$ cat src/rtl/hilo_muldiv_unit.sv
// hilo_muldiv_unit
//   Iterative multiply/divide unit holding the architectural HI/LO pair.
//   MULT/MULTU/MADD/MSUB (and DIV/DIVU when built with HILO_DIV_EN) take
//   DATA_WIDTH cycles, one radix-2 step per edge. MTHI/MTLO complete at the
//   accepting edge. Hi/Lo change only when an operation completes.
//
//   Build option: define HILO_DIV_EN to include the restoring divider.
//   Without it, Op 110/111 are accepted as single-cycle no-ops.
//
// Ports
//   Clk    in   clock, rising edge
//   Reset  in   synchronous, active-low
//   Start  in   request, accepted only while Busy=0
//   Op     in   3-bit operation code (see op_t)
//   A, B   in   rs / rt operands
//   Hi, Lo out  architectural HI / LO
//   Busy   out  iterative operation in flight
//   Done   out  one-cycle pulse after Hi/Lo were written

module hilo_muldiv_unit #(
    parameter int DATA_WIDTH = 32,
    parameter int CNT_WIDTH  = 6
) (
    input  logic                  Clk,
    input  logic                  Reset,
    input  logic                  Start,
    input  logic [2:0]            Op,
    input  logic [DATA_WIDTH-1:0] A,
    input  logic [DATA_WIDTH-1:0] B,
    output logic [DATA_WIDTH-1:0] Hi,
    output logic [DATA_WIDTH-1:0] Lo,
    output logic                  Busy,
    output logic                  Done
);

    localparam int W = DATA_WIDTH;
    localparam logic [CNT_WIDTH-1:0] LAST_CNT = CNT_WIDTH'(W - 1);

    typedef enum logic [2:0] {
        OP_MULTU = 3'b000, OP_MULT = 3'b001, OP_MADD = 3'b010, OP_MSUB = 3'b011,
        OP_MTHI  = 3'b100, OP_MTLO = 3'b101, OP_DIVU = 3'b110, OP_DIV  = 3'b111
    } op_t;

    typedef enum logic [1:0] {S_IDLE, S_RUN, S_FINISH} state_t;

    state_t               state_q, state_d;
    op_t                  op_q, op_d;
    logic [W-1:0]         hi_q, hi_d, lo_q, lo_d;
    logic [2*W-1:0]       acc_q, acc_d;        // product, or {remainder, quotient}
    logic [2*W-1:0]       mcand_q, mcand_d;    // multiplicand magnitude, shifted left
    logic [W-1:0]         mplier_q, mplier_d;  // multiplier (shifted right) or divisor
    logic [CNT_WIDTH-1:0] cnt_q, cnt_d;
    logic                 neg_q, neg_d;        // negate product / quotient at the end

    // Operand magnitudes for the accepting edge.
    logic         signed_op, a_neg, b_neg;
    logic [W-1:0] a_mag, b_mag;

    assign signed_op = !(Op == OP_MULTU || Op == OP_DIVU);
    assign a_neg     = signed_op & A[W-1];
    assign b_neg     = signed_op & B[W-1];
    assign a_mag     = a_neg ? -A : A;
    assign b_mag     = b_neg ? -B : B;

    // One shift-add step and the signed final product it produces.
    logic [2*W-1:0] mul_acc_step, product;
    assign mul_acc_step = mplier_q[0] ? acc_q + mcand_q : acc_q;
    assign product      = neg_q ? -mul_acc_step : mul_acc_step;

`ifdef HILO_DIV_EN
    logic           neg_rem_q, neg_rem_d;      // remainder follows dividend sign
    logic [W:0]     div_part, div_trial;
    logic [2*W-1:0] div_acc_step;
    logic [W-1:0]   quot, rem;

    // Shift the next dividend bit into the partial remainder and try the
    // subtraction; bit W of the trial is set when the divisor did not fit.
    // A zero divisor always fits, yielding all-ones quotient, rem = |A|.
    assign div_part     = acc_q[2*W-1:W-1];
    assign div_trial    = div_part - {1'b0, mplier_q};
    assign div_acc_step = div_trial[W] ? {div_part[W-1:0], acc_q[W-2:0], 1'b0}
                                       : {div_trial[W-1:0], acc_q[W-2:0], 1'b1};
    assign quot         = div_acc_step[W-1:0];
    assign rem          = div_acc_step[2*W-1:W];
`endif

    always_comb begin
        // NOTE: every _d starts from its _q value so no branch can infer a latch.
        state_d  = state_q;
        op_d     = op_q;
        hi_d     = hi_q;
        lo_d     = lo_q;
        acc_d    = acc_q;
        mcand_d  = mcand_q;
        mplier_d = mplier_q;
        cnt_d    = cnt_q;
        neg_d    = neg_q;
`ifdef HILO_DIV_EN
        neg_rem_d = neg_rem_q;
`endif

        case (state_q)
            S_RUN: begin
                cnt_d = cnt_q + CNT_WIDTH'(1);
`ifdef HILO_DIV_EN
                if (op_q == OP_DIVU || op_q == OP_DIV) begin
                    acc_d = div_acc_step;
                end else
`endif
                begin
                    acc_d    = mul_acc_step;
                    mcand_d  = mcand_q << 1;
                    mplier_d = mplier_q >> 1;
                end

                // Last step: commit the whole result in one go.
                if (cnt_q == LAST_CNT) begin
                    state_d = S_FINISH;
                    case (op_q)
                        OP_MADD: {hi_d, lo_d} = {hi_q, lo_q} + product;
                        OP_MSUB: {hi_d, lo_d} = {hi_q, lo_q} - product;
`ifdef HILO_DIV_EN
                        OP_DIVU, OP_DIV: begin
                            lo_d = neg_q ? -quot : quot;
                            hi_d = neg_rem_q ? -rem : rem;
                        end
`endif
                        default: {hi_d, lo_d} = product;
                    endcase
                end
            end

            // IDLE and FINISH both have Busy=0, so both may accept.
            default: begin
                state_d = S_IDLE;
                if (Start) begin
                    op_d     = op_t'(Op);
                    acc_d    = '0;
                    mcand_d  = {{W{1'b0}}, a_mag};
                    mplier_d = b_mag;
                    cnt_d    = '0;
                    neg_d    = a_neg ^ b_neg;
                    case (op_t'(Op))
                        OP_MTHI: begin
                            hi_d    = A;
                            state_d = S_FINISH;
                        end
                        OP_MTLO: begin
                            lo_d    = A;
                            state_d = S_FINISH;
                        end
                        OP_DIVU, OP_DIV: begin
`ifdef HILO_DIV_EN
                            acc_d     = {{W{1'b0}}, a_mag};
                            // Divide by zero keeps the raw all-ones quotient.
                            neg_d     = (a_neg ^ b_neg) & (B != '0);
                            neg_rem_d = a_neg;
                            state_d   = S_RUN;
`else
                            state_d   = S_FINISH;
`endif
                        end
                        default: state_d = S_RUN;
                    endcase
                end
            end
        endcase
    end

    always_ff @(posedge Clk) begin
        // NOTE: state registers use non-blocking assignment only.
        if (!Reset) begin
            state_q  <= S_IDLE;
            op_q     <= OP_MULTU;
            hi_q     <= '0;
            lo_q     <= '0;
            acc_q    <= '0;
            mcand_q  <= '0;
            mplier_q <= '0;
            cnt_q    <= '0;
            neg_q    <= 1'b0;
`ifdef HILO_DIV_EN
            neg_rem_q <= 1'b0;
`endif
        end else begin
            state_q  <= state_d;
            op_q     <= op_d;
            hi_q     <= hi_d;
            lo_q     <= lo_d;
            acc_q    <= acc_d;
            mcand_q  <= mcand_d;
            mplier_q <= mplier_d;
            cnt_q    <= cnt_d;
            neg_q    <= neg_d;
`ifdef HILO_DIV_EN
            neg_rem_q <= neg_rem_d;
`endif
        end
    end

    assign Hi   = hi_q;
    assign Lo   = lo_q;
    assign Busy = (state_q == S_RUN);
    assign Done = (state_q == S_FINISH);

endmodule

$ cat config.mk
export PLATFORM = sky130hd
export DESIGN_NAME = hilo_muldiv_unit
export DESIGN_NICKNAME = d
export VERILOG_FILES = /design/src/rtl/hilo_muldiv_unit.sv
export SDC_FILE = /design/constraint.sdc
export NUM_CORES = 1
export LEC_CHECK = 0
export ABC_AREA = 1
export CAP_MARGIN = 5
export CELL_PAD_IN_SITES_DETAIL_PLACEMENT = 0
export CELL_PAD_IN_SITES_GLOBAL_PLACEMENT = 1
export CORE_AREA = 2 2 256 258
export CTS_CLUSTER_SIZE = 24
export DETAILED_ROUTE_END_ITERATION = 7
export DIE_AREA = 0 0 258 260
export PLACE_DENSITY = 0.88
export REMOVE_ABC_BUFFERS = 1
export SLEW_MARGIN = 20
export SYNTH_ARGS = -nofsm -noshare
export SYNTH_HDL_FRONTEND = slang
export SYNTH_SLANG_ARGS = --single-unit
$ cat constraint.sdc
create_clock -name Clk -period 8.01 [get_ports Clk]
set_input_delay 1.2015 -clock Clk [delete_from_list [all_inputs] [get_ports Clk]]
set_output_delay 1.2015 -clock Clk [all_outputs]
set_load 0.02 [all_outputs]
After elaboration in Yosys (flattened, before gate mapping)
Cells that the tools add are included.
- add/subtract/negate cells: 7
- $mul: 0
- divide/modulo/power cells: 0
- $lt $le $gt $ge: 0
- equality and inequality tests: 10
- shift operators: 0
- multiplexer cells: 26
- bitwise operators: 5
- reduce and logical (&&, ||, !) cells: 11
- operators by type and width (kind ; count):
    $mux 64 ; 6
    $mux 32 ; 10
    $add 64x64->64 ; 2
    $pmux 32 s2 ; 2
    $neg 32->32 ; 2
    $neg 64->64 ; 1
    $sub 64x64->64 ; 1
    $mux 31 ; 2
    $eq 3x3->1 const B ; 4
    $mux 6 ; 2
    $mux 2 ; 4
    $add 6x1->6 const B ; 1
    $eq 3x2->1 const B ; 2
    $eq 6x5->1 const B ; 1
    $reduce_and 3->1 ; 2
    $reduce_bool 2->1 ; 3
    $reduce_or 4->1 ; 1
    $logic_not 3->1 ; 1
    $and 1x1->1 ; 2
    $eq 2x1->1 const B ; 1
    $eq 2x2->1 const B ; 1
    $ne 2x1->1 const B ; 1
    $not 1->1 ; 2
    $reduce_and 2->1 ; 1
    4 further kinds ; 4
- register bits after elaboration: 236
- latch bits: 0
- bits in writable memories: 0
- memory bits (read-only): 0
- bits of input ports: 70
- word-level logic and storage cells: 70
- memories kept: 0

Logic depth before layout (Yosys ltp)
- word-level depth: 8
- depth in mapped cells: 45
- mapped depth without buffers: 44

Least setup slack after synthesis
OpenSTA, ideal clock, no wires.
- kind: register to register
- start point: reg acc_q[0]
- end point: reg hi_q[18] (netlist: Hi[18])
- library setup time: 119 ps
- arrival time: 4842 ps
- data required time: 7891 ps
- setup slack: 3049 ps
- cell stages (with the launch flop): 35
- path buffers: 1
- period minus slack after synthesis: 4961 ps
- cells stage by stage: dfxtp_1 -> ha_1 -> fa_1 -> o21ai_2 -> nand2_2 -> nor2_1 -> nand3_1 -> nor2_2 -> nand3_2 -> nor2_4 -> nand3_4 -> nor2_4 -> nand3_4 -> nor2_4 -> inv_1 -> o31ai_1 -> xor2_1 -> inv_1 -> ha_1 -> clkbuf_1 -> inv_1 -> a21oi_1 -> inv_1 -> a21oi_1 -> inv_1 -> a21oi_1 -> a21boi_0 -> nor3_1 -> nor3_1 -> o41ai_1 -> or2_2 -> nand3_1 -> nand2_1 -> o21ai_1 -> a21oi_1
- cells in the longest elaborated chain, start to end: 8
- elaborated cells on any way between the ends: 9
- classes of those cells: add/sub: 4; mux: 5
- ends and longest elaborated chain (what ; line ; text):
    from (decl) ; 49 ; logic [2*W-1:0] acc_q, acc_d;
    from (signal assigned) ; 177 ; acc_q <= '0;
    from (signal assigned) ; 190 ; acc_q <= acc_d;
    $add 64x64->64 ; 67 ; assign mul_acc_step = mplier_q[0] ? acc_q + mcand_q : acc_q;
    $mux 64 * ; 67 ;
    $neg 64->64 ; 68 ; assign product = neg_q ? -mul_acc_step : mul_acc_step;
    $mux 64 * ; 68 ;
    $sub 64x64->64 / $add 64x64->64 (equally long branches) ; 121, 120 ;
    $pmux 32 s2 * ; 119 ; case (op_q)
    $mux 32 * ; 117 ; if (cnt_q == LAST_CNT) begin
    $mux 32 * ; 102 ; case (state_q)
    to (signal assigned) ; 188 ; hi_q <= hi_d;
    to (decl) ; 48 ; logic [W-1:0] hi_q, hi_d, lo_q, lo_d;
Every way passes the cells marked *; elsewhere a longest branch is shown, timed or not. The select of a mux whose other input is x is not followed.
A chain may end at the register's enable or synchronous reset.

Final worst setup path
- start point: reg mcand_q[0]
- end point: reg hi_q[14] (netlist: Hi[14])
- cells in the longest elaborated chain, start to end: 8
- elaborated cells on any way between the ends: 9
- classes of those cells: add/sub: 4; mux: 5
- ends and longest elaborated chain (what ; line ; text):
    from (decl) ; 50 ; logic [2*W-1:0] mcand_q, mcand_d;
    from (signal assigned) ; 191 ; mcand_q <= mcand_d;
    $add 64x64->64 * ; 67 ;
    $mux 64 * ; 67 ;
    $neg 64->64 ; 68 ;
    $mux 64 * ; 68 ;
    $sub 64x64->64 / $add 64x64->64 (equally long branches) ; 121, 120 ;
    $pmux 32 s2 * ; 119 ;
    $mux 32 * ; 117 ;
    $mux 32 * ; 102 ;
Marks and branches as above.

==> reports/metrics.cfg <==
[logic_synthesis]
synthFlopType = dfxtp_1
synth_edf_count = 0
ys_types = 61
yosys_warnings = 0
syn-mean-instance-area_sq_um = 5.48
ys_seq_area_share_pct = 16.1
syn_inst = 5355
syn_area_sq_mm = 0.0293
synthArstFlopShare_pct = 0
yosys_register_bits = 236

[critical_path]
worst_path_largest_cell_delay_ps = 660
path_buf_inv = 2
r2r-end = Hi[14]
worstPathMaxFanout = 9
r2r.worst_path.cells = 32
start_kind = flip-flop
regToRegSetupSlack_ps = 1070
cp.depth = 32
cp.required_ps = 8500
crit_end = Hi[14]
crit_path_end_kind = flip-flop
cp-startpoint = mcand_q[0]
crit_family = simple AND/OR/NAND/NOR gates
slowest_stage = xor2_1
crit_arrival_ps = 7430
path_class = flip-flop to flip-flop
crit_top_cell = nand2_1
timing.rr.start = mcand_q[0]

[timing]
rsz0062_at_grt = false
hold_viol = 0
layout_min_cycle_time_ps = 6940
timing.final.ws_setup_ps = 1070
fin_worst_skew_ps = 32.9
tightest_slew_ps = 1110
relSlewSlack_pct = 25.9
setup_viol = 0
finalCritPeriodShare_pct = 86.7
max_freq_mhz = 144
slew_viol_final = 0

[job]
max_cap_viol_count = 0

[floorplanning]
dieHeight_um = 260
core_area_sq_mm = 0.0641
num_rows = 93
dieArea_sq_mm = 0.0671
die_x_um = 258
start_util_pct = 45.7
ios = 136

[power]
total_power_uw = 5310
p_comb_share_pct = 42.4
power.share.clock_pct = 33.0
power.internal_uw = 2880
seqPwrFrac_pct = 24.7
switchingPower_uw = 2430
swShare_pct = 45.7
p_per_area_mw_per_mm2 = 163
irDropWorstVdd_mv = 0.130
p_leak_uw = 0.0165

[drt]
dr_total_vias = 35049
first_pass_iters = 5
ant_nets = 0
finalWirelength_mm = 134
drtIter0Drc = 3596
wl_per_cell_um = 21.4
vias_per_cell = 5.59
drc = 0

[place]
placed_cell_area_sq_mm = 0.0313
dpl_worst_slack_ps = 1230
gp_congestion = 1.07
io_buffers = 135
hpwl_mm = 108

[final_layout]
final_area_sq_mm = 0.0326
seq_area_sq_mm = 0.00473
multiInputGateArea_sq_mm = 0.0204
drive_gt1_share_pct = 5.13
layout_common_cells = nand2_1, inv_1, nor2_1
fill_cells = 7068
final_nets = 5670
final_common_cell = nand2_1
area_delta_synth_final_pct = 11.2

[clock_network]
numCtsBuffers = 37
clock_path_buffers = 3
clk_pin_slew_ps = 70
insertion_delay_ps = 610
cts_hold_buf = 0
clockRootBuffer = clkbuf_16
cts.repair.resized = 0
numClockSinks = 236
post-cts-setup-buffers = 0
cts_max_level = 2
cts_tree = built

[global_route]
antenna_found_initial = 2
grt_usage_pct = 39.1
overflow = 0
grt_pass1_vias = 32160
grt_pass1_wl_mm = 199
grt_max_degree = 91

[status]
outcome = complete, no violations

[hold_path]
hp-class = flip-flop to flip-flop

==> worst min-delay path by stage <==
stage	start	endpoint	cells after the start
3_3_place_gp	mplier_q[31]	mplier_q[31]	2
2_1_floorplan	mplier_q[31]	mplier_q[31]	2
5_1_grt	mcand_q[33]	mcand_q[34]	2
3_5_place_dp	mplier_q[31]	mplier_q[31]	2
4_1_cts	mcand_q[33]	mcand_q[34]	2
6_report	mcand_q[33]	mcand_q[34]	2
==> area by class of cell <==
class                   instances  share of cell area [%]
diodes                          2                  0.0153
clock buffers                  41                    2.95
clock inverters                25                   0.951
inverters                     941                    10.9
multi-input cells            4004                    62.5
flip-flops and latches        236                    14.5
well taps                     855                    3.28
repair buffers                170                    4.93
==> cells in the mapped netlist, types with 6 or more instances <==
| cell | instances | area (sq um) |
|---|---|---|
| a21boi_0 | 9 | 67.6 |
| a21o_1 | 9 | 67.6 |
| a21oi_1 | 513 | 2570 |
| a31oi_1 | 97 | 607 |
| and2_1 | 7 | 43.8 |
| buf_1 | 18 | 67.6 |
| buf_2 | 12 | 60.1 |
| clkbuf_1 | 138 | 518 |
| clkinv_1 | 8 | 30.0 |
| dfxtp_1 | 236 | 4720 |
| ha_1 | 207 | 2590 |
| inv_1 | 906 | 3400 |
| inv_2 | 26 | 97.6 |
| nand2_1 | 1527 | 5730 |
| nand2_2 | 30 | 188 |
| nand3_1 | 343 | 1720 |
| nand3_2 | 12 | 120 |
| nand3b_1 | 15 | 113 |
| nand4_1 | 53 | 332 |
| nor2_1 | 523 | 1960 |
| nor2_2 | 27 | 169 |
| nor3_1 | 58 | 290 |
| nor4_1 | 20 | 125 |
| o211ai_1 | 33 | 248 |
| o21a_1 | 20 | 150 |
| o21ai_0 | 261 | 1310 |
| o21ai_1 | 29 | 145 |
| o21bai_1 | 12 | 90.1 |
| o221ai_1 | 17 | 149 |
| or2_2 | 47 | 294 |
| xor2_1 | 66 | 578 |
| xor2_2 | 6 | 97.6 |
==> cell families (layout without fill, tap and decap cells) <==
group,after synthesis,in the layout,synth area share [%]
AOI/OAI and AO/OA,1035,1035,19.4
xor gates and xnor gates,77,77,2.45
adders and majority gates,210,210,9.04
buffers and inverters,1115,1177,14.5
DFF,236,236,16.1
other,0,2,0
and+or+nand+nor,2682,2682,38.5
==> layer usage <==
metal  share of wire [%]  wire (um)  GRT usage [%]  vias up
li1                    -          -              -    17179
met1                  43      58100           52.9    15994
met2                  42      56400           59.7     1558
met3                 8.4      11300           5.40      318
met4                 6.3       8440           21.7        0
met5                   0          0              0        -
==> sequential cells by signal, indices dropped and copies added, names as in the netlist <==
| register | flops |
|---|---|
| acc_q | 64 |
| Lo | 32 |
| op_q | 3 |
| mplier_q | 32 |
| neg_q | 1 |
| mcand_q | 64 |
| Hi | 32 |
| cnt_q | 6 |
| state_q | 2 |
==> through the flow <==
stage               setup TNS [ps]  instances  hold slack, ps  util (%)
finish                           0       6274             466      50.9
global route                     0       6273             494      50.9
CTS                              0       6272             478      50.9
detailed placement               0       6206             471      48.9
global placement                 0       6206             461      48.9
floorplan                  -109110       5181             441         -
==> power by group through the flow <==
stage	Sequential, uW	Clock, uW	Combinational [uW]
2_1_floorplan	1340	0	1330
3_3_place_gp	1330	0	2170
3_5_place_dp	1330	0	2170
4_1_cts	1310	1770	2180
5_1_grt	1320	1800	2430
6_report	1310	1750	2250
==> tightest hold or removal path: stages (launching register included) <==
cell and delay (ps):
dfxtp_1 320, nand2_1 70, a21oi_1 60
Note: power is estimated with default switching activity, not from simulation.
